## config.mk

```make
export PLATFORM = sky130hd
export DESIGN_NAME = phase_arbiter
export DESIGN_NICKNAME = d
export VERILOG_FILES = /design/src/rtl/phase_arbiter.sv
export SDC_FILE = /design/constraint.sdc
export NUM_CORES = 1
export LEC_CHECK = 0
export BUFFER_PORTS_ARGS = -buffer_cell sky130_fd_sc_hd__buf_2
export CAP_MARGIN = 5
export CORE_MARGIN = 4
export CORE_UTILIZATION = 35
export CTS_BUF_LIST = sky130_fd_sc_hd__clkbuf_4 sky130_fd_sc_hd__clkbuf_8
export CTS_CLUSTER_SIZE = 8
export DETAILED_ROUTE_END_ITERATION = 8
export HOLD_SLACK_MARGIN = 0.15
export PLACE_DENSITY = 0.56
export SYNTH_ARGS = -nofsm -noshare
export SYNTH_HDL_FRONTEND = slang
export SYNTH_SLANG_ARGS = --single-unit
```

## constraint.sdc

```tcl
create_clock -name clock -period 2.9 [get_ports clock]
set_input_delay 0.435 -clock clock [delete_from_list [all_inputs] [get_ports clock]]
set_output_delay 0.435 -clock clock [all_outputs]
set_load 0.05 [all_outputs]
```

## src/rtl/phase_arbiter.sv

```systemverilog
// Two-requester arbiter in front of a shared, in-order phase unit; routes results back by tag.
// Optional build macro PHASE_ARB_FIXED_PRIO_EN: requester 0 always wins instead of round-robin.
module phase_arbiter #(
  parameter int unsigned MAX_OUTSTANDING = 16,
  parameter int unsigned DATA_WIDTH      = 32
) (
  input  logic                  clock,
  input  logic                  reset,
  input  logic                  enable,

  input  logic [DATA_WIDTH-1:0] req0_i,
  input  logic [DATA_WIDTH-1:0] req0_q,
  input  logic                  req0_stb,
  input  logic [DATA_WIDTH-1:0] req1_i,
  input  logic [DATA_WIDTH-1:0] req1_q,
  input  logic                  req1_stb,

  output logic [DATA_WIDTH-1:0] rsp0_phase,
  output logic                  rsp0_stb,
  output logic [DATA_WIDTH-1:0] rsp1_phase,
  output logic                  rsp1_stb,

  output logic [DATA_WIDTH-1:0] phase_in_i,
  output logic [DATA_WIDTH-1:0] phase_in_q,
  output logic                  phase_in_stb,
  input  logic [DATA_WIDTH-1:0] phase_out,
  input  logic                  phase_out_stb,

  output logic [1:0]            drop,
  output logic                  fifo_err
);

  localparam int unsigned AW = $clog2(MAX_OUTSTANDING);

  typedef logic [AW:0] ptr_t;

  // Per-requester views of the operand ports
  logic [1:0]            req_stb;
  logic [DATA_WIDTH-1:0] req_re [2];
  logic [DATA_WIDTH-1:0] req_im [2];

  assign req_stb   = {req1_stb, req0_stb};
  assign req_re[0] = req0_i;
  assign req_re[1] = req1_i;
  assign req_im[0] = req0_q;
  assign req_im[1] = req1_q;

  // Pending operand registers
  logic [1:0]            pend_valid_q, pend_valid_d;
  logic [DATA_WIDTH-1:0] pend_re_q [2];
  logic [DATA_WIDTH-1:0] pend_re_d [2];
  logic [DATA_WIDTH-1:0] pend_im_q [2];
  logic [DATA_WIDTH-1:0] pend_im_d [2];
  logic [1:0]            drop_q, drop_d;

  // Tag FIFO
  ptr_t wr_ptr_q, wr_ptr_d;
  ptr_t rd_ptr_q, rd_ptr_d;
  logic tag_mem_q [MAX_OUTSTANDING];
  logic fifo_full, fifo_empty;
  logic pop, pop_tag;
  logic fifo_err_q, fifo_err_d;

  // Grant
  logic       grant_valid;
  logic       grant_id;
  logic [1:0] grant;

  // Registered outputs
  logic                  phase_in_stb_q, phase_in_stb_d;
  logic [DATA_WIDTH-1:0] phase_in_re_q, phase_in_re_d;
  logic [DATA_WIDTH-1:0] phase_in_im_q, phase_in_im_d;
  logic [1:0]            rsp_stb_q, rsp_stb_d;
  logic [DATA_WIDTH-1:0] rsp_phase_q [2];
  logic [DATA_WIDTH-1:0] rsp_phase_d [2];

  assign fifo_empty = (wr_ptr_q == rd_ptr_q);
  assign fifo_full  = (wr_ptr_q[AW-1:0] == rd_ptr_q[AW-1:0]) && (wr_ptr_q[AW] != rd_ptr_q[AW]);

  assign grant_valid = enable && !fifo_full && (|pend_valid_q);

`ifdef PHASE_ARB_FIXED_PRIO_EN
  assign grant_id = ~pend_valid_q[0];
`else
  // last_q remembers the most recent winner; resets to 1 so requester 0 wins first
  logic last_q, last_d;

  always_comb begin
    last_d = last_q;
    if (grant_valid) begin
      last_d = grant_id;
    end
  end

  always_ff @(posedge clock) begin
    if (reset) begin
      last_q <= 1'b1;
    end else begin
      last_q <= last_d;
    end
  end

  assign grant_id = (&pend_valid_q) ? ~last_q : pend_valid_q[1];
`endif

  assign grant[0] = grant_valid && !grant_id;
  assign grant[1] = grant_valid &&  grant_id;

  // Pending registers: a load on the grant edge keeps the new operand without flagging a drop
  always_comb begin
    pend_valid_d = pend_valid_q;
    drop_d       = drop_q;
    for (int x = 0; x < 2; x++) begin
      pend_re_d[x] = pend_re_q[x];
      pend_im_d[x] = pend_im_q[x];
      if (req_stb[x]) begin
        pend_valid_d[x] = 1'b1;
        pend_re_d[x]    = req_re[x];
        pend_im_d[x]    = req_im[x];
        if (pend_valid_q[x] && !grant[x]) begin
          drop_d[x] = 1'b1;
        end
      end else if (grant[x]) begin
        pend_valid_d[x] = 1'b0;
      end
    end
  end

  // Operand issue to the phase unit
  always_comb begin
    phase_in_stb_d = grant_valid;
    phase_in_re_d  = phase_in_re_q;
    phase_in_im_d  = phase_in_im_q;
    if (grant_valid) begin
      phase_in_re_d = grant_id ? pend_re_q[1] : pend_re_q[0];
      phase_in_im_d = grant_id ? pend_im_q[1] : pend_im_q[0];
    end
  end

  // FIFO pointers and result routing; results are routed even while enable is low
  assign pop     = phase_out_stb && !fifo_empty;
  assign pop_tag = tag_mem_q[rd_ptr_q[AW-1:0]];

  always_comb begin
    wr_ptr_d   = wr_ptr_q;
    rd_ptr_d   = rd_ptr_q;
    fifo_err_d = fifo_err_q;
    if (grant_valid) begin
      wr_ptr_d = wr_ptr_q + 1'b1;
    end
    if (pop) begin
      rd_ptr_d = rd_ptr_q + 1'b1;
    end
    if (phase_out_stb && fifo_empty) begin
      fifo_err_d = 1'b1;
    end
  end

  always_comb begin
    rsp_stb_d[0]   = pop && !pop_tag;
    rsp_stb_d[1]   = pop &&  pop_tag;
    rsp_phase_d[0] = rsp_stb_d[0] ? phase_out : rsp_phase_q[0];
    rsp_phase_d[1] = rsp_stb_d[1] ? phase_out : rsp_phase_q[1];
  end

  always_ff @(posedge clock) begin
    if (grant_valid) begin
      tag_mem_q[wr_ptr_q[AW-1:0]] <= grant_id;
    end
  end

  always_ff @(posedge clock) begin
    if (reset) begin
      pend_valid_q   <= '0;
      pend_re_q[0]   <= '0;
      pend_re_q[1]   <= '0;
      pend_im_q[0]   <= '0;
      pend_im_q[1]   <= '0;
      drop_q         <= '0;
      wr_ptr_q       <= '0;
      rd_ptr_q       <= '0;
      fifo_err_q     <= 1'b0;
      phase_in_stb_q <= 1'b0;
      phase_in_re_q  <= '0;
      phase_in_im_q  <= '0;
      rsp_stb_q      <= '0;
      rsp_phase_q[0] <= '0;
      rsp_phase_q[1] <= '0;
    end else begin
      pend_valid_q   <= pend_valid_d;
      pend_re_q[0]   <= pend_re_d[0];
      pend_re_q[1]   <= pend_re_d[1];
      pend_im_q[0]   <= pend_im_d[0];
      pend_im_q[1]   <= pend_im_d[1];
      drop_q         <= drop_d;
      wr_ptr_q       <= wr_ptr_d;
      rd_ptr_q       <= rd_ptr_d;
      fifo_err_q     <= fifo_err_d;
      phase_in_stb_q <= phase_in_stb_d;
      phase_in_re_q  <= phase_in_re_d;
      phase_in_im_q  <= phase_in_im_d;
      rsp_stb_q      <= rsp_stb_d;
      rsp_phase_q[0] <= rsp_phase_d[0];
      rsp_phase_q[1] <= rsp_phase_d[1];
    end
  end

  assign phase_in_stb = phase_in_stb_q;
  assign phase_in_i   = phase_in_re_q;
  assign phase_in_q   = phase_in_im_q;
  assign rsp0_stb     = rsp_stb_q[0];
  assign rsp1_stb     = rsp_stb_q[1];
  assign rsp0_phase   = rsp_phase_q[0];
  assign rsp1_phase   = rsp_phase_q[1];
  assign drop         = drop_q;
  assign fifo_err     = fifo_err_q;

endmodule

```

# Word-level counts from Yosys, hierarchy flattened
# Memories as Yosys holds them, arrays and structs flattened. A register that Yosys moved wholly into a read port is not among the register bits.
# Index checks and enable logic that the tools add are counted.
[word_totals]
reg_bits = 83
ramBits = 208
input_bits = 166
elab_cells = 77
n_memories = 4
[mem_list]
columns = ["memory", "words", "word_bits", "rd", "rd_clocked_by_memory_dff", "wr", "line", "text"]
rows = [
  ["pend_im_q", 2, 32, 2, 0, 2, "52", "logic [DATA_WIDTH-1:0] pend_im_q [2];"],
  ["pend_re_q", 2, 32, 2, 0, 2, "50", "logic [DATA_WIDTH-1:0] pend_re_q [2];"],
  ["rsp_phase_q", 2, 32, 2, 0, 2, "74", "logic [DATA_WIDTH-1:0] rsp_phase_q [2];"],
  ["tag_mem_q", 16, 1, 1, 1, 1, "59", "logic tag_mem_q [MAX_OUTSTANDING];"],
]
[op_classes]
n_addsub = 2
n_eq_ne = 3
n_mux = 26
bitwise_logic = 7
reduce_logical = 23
[ops]
columns = ["cell", "n"]
rows = [
  ["32-bit two-way mux", 14],
  ["1-bit logical AND", 11],
  ["5-bit by 1-bit adder with 5-bit output, second input constant", 2],
  ["1-bit two-way mux", 10],
  ["4-bit two-way mux", 2],
  ["1-bit logical NOT", 6],
  ["1-bit bitwise OR", 6],
  ["2-bit AND reduction", 3],
  ["5-bit == test", 1],
  ["4-bit == test", 1],
  ["2-bit nonzero test", 2],
  ["2-bit OR reduction", 1],
  ["1-bit inequality test", 1],
  ["1-bit NOT", 1],
]

# Logic depth before layout (Yosys ltp)
# Gate-level depths: netlist of the first run.
[logic_depth]
ltp_word = 9
depth_mapped = 10
mapped_depth_nobuf = 6

# Worst setup path before layout of the first run
# OpenSTA, ideal clock, no wires.
[synth_timing]
path_kind = "reg-to-reg"
startpoint = "reg wr_ptr_q[2]"
endpoint = "mem tag_mem_q[10], enable pin"
setup_time_ns = 0.293
t_arrival_ns = 1.735
required_time_ns = 2.607
path_slack_ns = 0.872
stages_incl_launch_ff = 9
period_less_slack_ns = 2.028
path_cell_list = "dfxtp_1 > buf_2 > xnor2_1 > and4_4 > buf_6 > a211oi_4 > buf_6 > buf_6 > and3_1"
[synth_between]
elab_chain_cells = 7
[synth_rtl]
columns = ["item", "line", "text"]
rows = [
  ["from (decl)", "57", "ptr_t wr_ptr_q, wr_ptr_d;"],
  ["from (signal assigned)", "196", "wr_ptr_q <= wr_ptr_d;"],
  ["4-bit == test", "78", "assign fifo_full = (wr_ptr_q[AW-1:0] == rd_ptr_q[AW-1:0]) && (wr_ptr_q[AW] != rd_ptr_q[AW]);"],
  ["1-bit logical AND", "78", ""],
  ["1-bit logical NOT", "80", "assign grant_valid = enable && !fifo_full && (|pend_valid_q);"],
  ["1-bit logical AND (2 in series)", "80", ""],
  ["1-bit two-way mux", "167", "if (grant_valid) begin"],
  ["1-bit two-way mux (implied by the code)", "168", "tag_mem_q[wr_ptr_q[AW-1:0]] <= grant_id;"],
  ["to (decl)", "59", ""],
]
# Several ways; a longest one is shown, not always the timed one.

# Worst setup path after layout of the first run
[layout_timing]
startpoint = "reg wr_ptr_q[2]"
endpoint = "reg phase_in_re_q[6] (netlist: phase_in_i[6])"
[layout_between]
elab_chain_cells = 5
[layout_rtl]
columns = ["item", "line", "text"]
rows = [
  ["4-bit == test", "78", ""],
  ["1-bit logical AND", "78", ""],
  ["1-bit logical NOT", "80", ""],
  ["1-bit logical AND (2 in series)", "80", ""],
  ["to (signal assigned)", "200", "phase_in_re_q <= phase_in_re_d;"],
  ["to (decl)", "71", "logic [DATA_WIDTH-1:0] phase_in_re_q, phase_in_re_d;"],
]
# No other way between the ends.
# A chain may end at the register's enable or synchronous reset.

==> results by group, run 1 <==
Outcome
  – Status: finished, final reports clean

Synthesis
  – EDFF count, synth: 16
  – Yosys reg bits: roughly 300
  – Largest family of logic cells by synthesized area: multiplexers
  – Synth warn: 0
  – Mapped Area: 11400 um2
  – Seq/Total Area, Yosys: 0.532
  – Cells after synthesis: about 1100
  – Synth cell types: 43
  – Synth top area share: 0.490
  – Adder-cell area share of the yosys netlist: 0.00548
  – Leading area contributor after synthesis: dfxtp_1
  – Post-synth top cells: dfxtp_1, mux2i_1, nor2_1, nand2b_1, nand2_1
  – Async SR Flop Fraction: 0
  – Xor/xnor share of the synthesized area: 0.00910
  – Syn_area_per_cell: 10.4 um2
  – Synthesized Nets: around 1300
  – Primary FF master, synth: dfxtp_1
  – Simple-gate share of the synthesized area: 0.140
  – Count leader, synth: dfxtp_1
  – Mux share of post-synthesis cell area: 0.181
  – Synth Area in Compound Gates: 0.0916
  – Synth area leaders: dfxtp_1, mux2i_1, nand2b_1

Pwr
  – P per Cell Area: 637 nW/um2
  – Final total power: 10100 uW
  – Leakage: between 0.007 and 0.008 uW
  – IR drop worst, VDD: 0.362 mV

STA
  – Fmax: between 400 and 500 MHz
  – Final worst path period share: 0.777
  – Final clock skew: 0.0287 ns
  – RSZ-0062 raised after global routing: no
  – Final Setup Violations: 0
  – Setup ws final: ~0.65 ns
  – Worst-margin pin slew: 0.931 ns
  – Final Hold Fails: 0
  – Slew HR: 0.379
  – Max-slew violation count: 0
  – Min Tclk post-route: approximately 2.3 ns
  – Setup tns final: 0 ns

Placement
  – Setup WS pre-CTS: 0.704 ns
  – HPWL after DPL: about 20000 um
  – GPL Wtd Cong: 0.752
  – Port Buffers: around 300
  – Dpl cells: 1755

Setup path
  – Reg-to-Reg Start: wr_ptr_q[2]$_SDFFE_PP0P_
  – Worst path required time: roughly 3.4 ns
  – Setup crit start kind: flop
  – Cells on worst reg2reg path: 6
  – Worst r2r dst: phase_in_i[6]$_SDFFE_PP0P_
  – Critical path capture point type: flop
  – CP Class: reg2reg
  – FF-to-FF setup slack: 0.65 ns
  – Crit path DAT: 2.72 ns
  – CP max FO: 32

Route
  – Vias: ~9400
  – Drt wl/cell: between 15 and 20 um
  – DRC viols: 0
  – Final wirelength: 32800 um
  – DR pass1 iterations: 4
  – Vias per inst: 4.70
  – DRT antenna net count: 0
  – Iter 0 DRT Violations: 306

Die
  – # IOs: 300
  – Die X: around 190 um
  – Num rows: 65
  – Placeable Area: 31900 um2
  – Initial cell density of the core: 0.358
  – DIE AREA: 35500 um2
  – Die Span Y: 189 um

Clock network
  – CTS max path bufs: 3
  – CTS Buf Count: 52
  – CTS tree: yes
  – Post-CTS Setup Bufs: 0
  – Later-pin clock latency in the skew report: 0.56 ns
  – Clock slew seen by the registers of the worst setup and hold paths: 0.06 ns
  – H-tree depth: 2
  – Clk root buf: clkbuf_8
  – Sink Count: 295

Layout
  – Nets@finish: 1694
  – Ratio of cells with drive above 1 in the final layout: 0.269
  – Area Overhead vs Synth: 39.1%
  – Non-Filler Instances: 1997

Global route
  – Initial antenna violation count: 3
  – First-pass GRT wire length: 52600 um
  – Vias in the first global route: 9892
  – Grt ovf: 0
  – Global-route usage over all layers: 0.177
  – Pin count of the biggest net entering global routing: 164

Worst hold path
  – Hold_sp: phase_out_stb
  – Hold Path End: fifo_err$_SDFFE_PP0P_
  – Hold path depth: 3
  – Hold Path Class: in2reg

Job
  – MaxCap Viol Count: 0
[state kept, by name (all words and copies together), names as in the netlist, named ones only]
name          count
rsp_phase_q      64
drop              2
rsp_stb_q         2
phase_in_stb      1
pend_valid_q      2
pend_im_q        64
phase_in_i       32
pend_re_q        64
fifo_err          1
phase_in_q       32
rd_ptr_q          5
last_q            1
tag_mem_q        16
wr_ptr_q          5
[metrics by stage]
step / util / cell area [um2] / hold slack, ns
finish: 0.498 / 15900 / 0.194
global placement: 0.416 / 13300 / 0.435
detailed placement: 0.416 / 13300 / 0.442
floorplan: - / 11400 / 0.437
CTS: 0.498 / 15900 / 0.153
global route: 0.498 / 15900 / 0.172
[power by group]
part	internal, uW	total (uW)	switching (uW)
Sequential	4330	4470	135
Combinational	632	1650	1020
Clock	2330	3990	1660
[cells by family (layout without fill, tap and decap cells)]
logic type               after synthesis  count (layout)
other                                  0               2
adder cells (fa/ha/maj)                5               5
XOR/XNOR                              11              11
multiplexers                         201             201
AO/OA/AOI/OAI                        149             149
buffers and inverters                 95             561
AND/OR/NAND/NOR                      338             338
flip-flops                           295             295
[cell usage in the layout (no fill, tap or decap), drive strengths merged, types with 14 or more instances in the layout]
cell type    netlist  final
nand2b            98     98
a21oi             69     69
edfxtp            16     16
nor2             143    143
clkbuf            53     88
mux2i            196    196
dfxtp            279    279
a32oi             64     64
buf               35    313
and3              14     14
dlygate4sd3        0    149
nand2             69     69
[worst max-delay path: stages, from the launching register on]
cell,delay [ns]
dfxtp_1,0.48
xnor2_1,0.13
and4_4,0.24
a211oi_4,0.66
buf_12,0.29
a32oi_1,0.13
a21oi_1,0.22
[worst max path at each step]
stage,slack [ns],end,startpoint
after global placement,0.79,phase_in_i[4]$_SDFFE_PP0P_,wr_ptr_q[2]$_SDFFE_PP0P_
after CTS,0.68,phase_in_q[25]$_SDFFE_PP0P_,wr_ptr_q[2]$_SDFFE_PP0P_
final,0.65,phase_in_i[6]$_SDFFE_PP0P_,wr_ptr_q[2]$_SDFFE_PP0P_
after global routing,0.49,phase_in_i[6]$_SDFFE_PP0P_,wr_ptr_q[2]$_SDFFE_PP0P_
after floorplan,0.87,tag_mem_q[10]$_DFFE_PP_,wr_ptr_q[2]$_SDFFE_PP0P_
after detailed placement,0.70,phase_in_i[26]$_SDFFE_PP0P_,wr_ptr_q[2]$_SDFFE_PP0P_
[metal layers]
| metal | track usage | vias up | part of all wire |
|---|---|---|---|
| li1 | - | 4664 | - |
| met5 | 0 | - | 0.00034 |
| met1 | 0.221 | 4374 | 0.43 |
| met2 | 0.294 | 298 | 0.46 |
| met4 | 0.0499 | 2 | 0.018 |
| met3 | 0.0602 | 56 | 0.084 |
[layout make-up]
cell class / count / area [um2]
fillers: 3008 / 16000
multi-input cells: 704 / 4890
clock inverters: 4 / 33.8
diodes: 2 / 5.00
inverters: 7 / 26.3
well taps: 435 / 544
repair buffers: 463 / 3230
flip-flops and latches: 295 / 6070
clock buffers: 87 / 1080
[repair_timing]
item,CTS,global route
hold endpoints to repair,168,0
setup endpoints to repair,0,0
hold buffers,149,0
gates resized for setup,0,0
No activity file was read; power rests on OpenSTA's default activity.
==> run 2: changes to the inputs <==
Settings changed: PLACE_DENSITY 0.56 to 0.58.
Clock period 2.9 ns to 2 ns, I/O delays scaled along.
==> run 2 against run 1 <==
Critical path depth is the same. Clock skew up 0.020 ns. First-iteration DRC count grew 39%. Register-to-register slack worse by 0.50 ns. Cell count increased by 2.1%. Total power increased by 45%. Global-route usage up 0.31 points. Worst hold slack improved by 0.00066 ns. Via count grew 2.8%. Clock-buffer cell count decreased by 4. Clock power increased by 42%. Sequential share of layout area is 0.96 points lower. Highest routed layer unchanged.
==> results by group, run 2 (synthesis results as in run 1) <==
Clock network
  – H-tree depth: 2
  – Later-pin clock latency in the skew report: 0.58 ns
  – CTS max path bufs: 3
  – Sink Count: 295
  – CTS Buf Count: 51
  – CTS tree: yes
  – Clock slew seen by the registers of the worst setup and hold paths: 0.06 ns
  – Clk root buf: clkbuf_8

Setup path
  – Crit path DAT: 2.31 ns
  – Worst path required time: 2.46 ns
  – Setup crit start kind: flop
  – CP Class: reg2reg
  – FF-to-FF setup slack: approximately 0.14 ns
  – CP max FO: 16
  – Critical path capture point type: flop

STA
  – RSZ-0062 raised after global routing: no
  – Fmax: about 540 MHz
  – Final worst path period share: 0.929
  – Max-slew violation count: 0
  – Worst-margin pin slew: 0.540 ns
  – Setup tns final: 0 ns
  – Slew HR: 0.640
  – Min Tclk post-route: 1.86 ns
  – Hold slack: 0.195 ns
  – Final Hold Fails: 0
  – Final Setup Violations: 0
  – Final clock skew: 0.0489 ns

Job
  – MaxCap Viol Count: 0

Die
  – Placeable Area: 31900 um2
  – Num rows: 65
  – Die X: 189 um
  – # IOs: 300
  – DIE AREA: 35500 um2
  – Initial cell density of the core: 0.358
  – Die Span Y: 189 um

Layout
  – Non-Filler Instances: 2039
  – Final core utilization: 0.511
  – Fill cells: 2955
  – Most frequent cells in the layout: buf_2, dfxtp_1, mux2i_1, dlygate4sd3_1, nor2_1
  – Area Overhead vs Synth: 42.8%
  – Nets@finish: 1736
  – FF/Latch Area: ~6100 um2
  – Regs by FF count: pend_im_q (64), pend_re_q (64), rsp_phase_q (64)
  – Ratio of cells with drive above 1 in the final layout: 0.280
  – Area occupied by multi-input gates: 4910 um2
  – Most common cell after layout, fill and taps aside: buf_2

Route
  – Drt wl/cell: 16.3 um
  – Iter 0 DRT Violations: 425
  – Final wirelength: around 33000 um
  – Vias: around 9700
  – Vias per inst: 4.74
  – DRC viols: 0
  – DR pass1 iterations: 4
  – DRT antenna net count: 0

Pwr
  – P per Cell Area: around 900 nW/um2
  – Leakage: 0.00736 uW
  – Final total power: 14700 uW
  – IR drop worst, VDD: 0.529 mV

Global route
  – First-pass GRT wire length: 53300 um
  – Pin count of the biggest net entering global routing: 83
  – Global-route usage over all layers: 0.181
  – Vias in the first global route: 10100
  – Initial antenna violation count: 3
  – Grt ovf: 0

Placement
  – Port Buffers: ~300
  – HPWL after DPL: roughly 21000 um
  – GPL Wtd Cong: about 0.75
  – Dpl cells: roughly 1800

Worst hold path
  – Hold Path Class: in2reg

Outcome
  – Status: finished, final reports clean
-- run 2: per-layer routing --
metal,track usage,part of all wire
met5,0,0.00039
met4,0.0639,0.028
met3,0.0567,0.080
met2,0.296,0.45
met1,0.226,0.44
-- run 2: cell type report --
| cell class | count | area share |
|---|---|---|
| sequential | 295 | 0.373 |
| antenna | 3 | 0.000461 |
| inverter | 7 | 0.00161 |
| tap | 435 | 0.0334 |
| clock inverter | 6 | 0.00376 |
| clock buffer | 83 | 0.0617 |
| timing repair buffer | 506 | 0.225 |
| multi-input combinational | 704 | 0.301 |
-- run 2: final timing paths --
| kind | from | to | cells after the start |
|---|---|---|---|
| worst min register to register | phase_in_i[24]$_SDFFE_PP0P_ | phase_in_i[24]$_SDFFE_PP0P_ | 2 |
| worst max-delay path | flop | rsp_phase_q[0][31]$_SDFFE_PP0P_ | 6 |
| worst min-delay path | req0_stb | pend_im_q[0][25]$_SDFFE_PP0P_ | 3 |
| worst max register to register | flop | rsp_phase_q[0][31]$_SDFFE_PP0P_ | 6 |
-- run 2: report_power, final --
part	switching, uW	leakage (uW)	internal (uW)
clock	2380	0.000576	3290
sequential	194	0.00243	6280
combinational	1500	0.00435	1030
total	4070	0.00736	10600
-- run 2: repair_timing --
action                                  4_1_cts  5_1_grt
endpoints found under the setup margin       11       16
pin swaps                                     0        0
hold buffers                                165        0
endpoints found under the hold margin       195        0
setup buffers                                 0        0
gates resized for setup                       1        4
-- run 2: worst max-delay path, cell delays in order (launching register included) --
cell	delay (ns)
dfxtp_4	0.38
mux4_2	0.51
mux2i_2	0.18
mux2i_2	0.13
nor2_4	0.16
buf_12	0.19
mux2i_1	0.20
-- run 2: metrics by stage --
stage	setup slack, ns	cell area [um2]
2_1_floorplan	0.000887	11400
3_3_place_gp	0.0352	13500
3_5_place_dp	0.000959	13500
4_1_cts	0.0701	16300
5_1_grt	0.0136	16300
6_report	0.142	16300
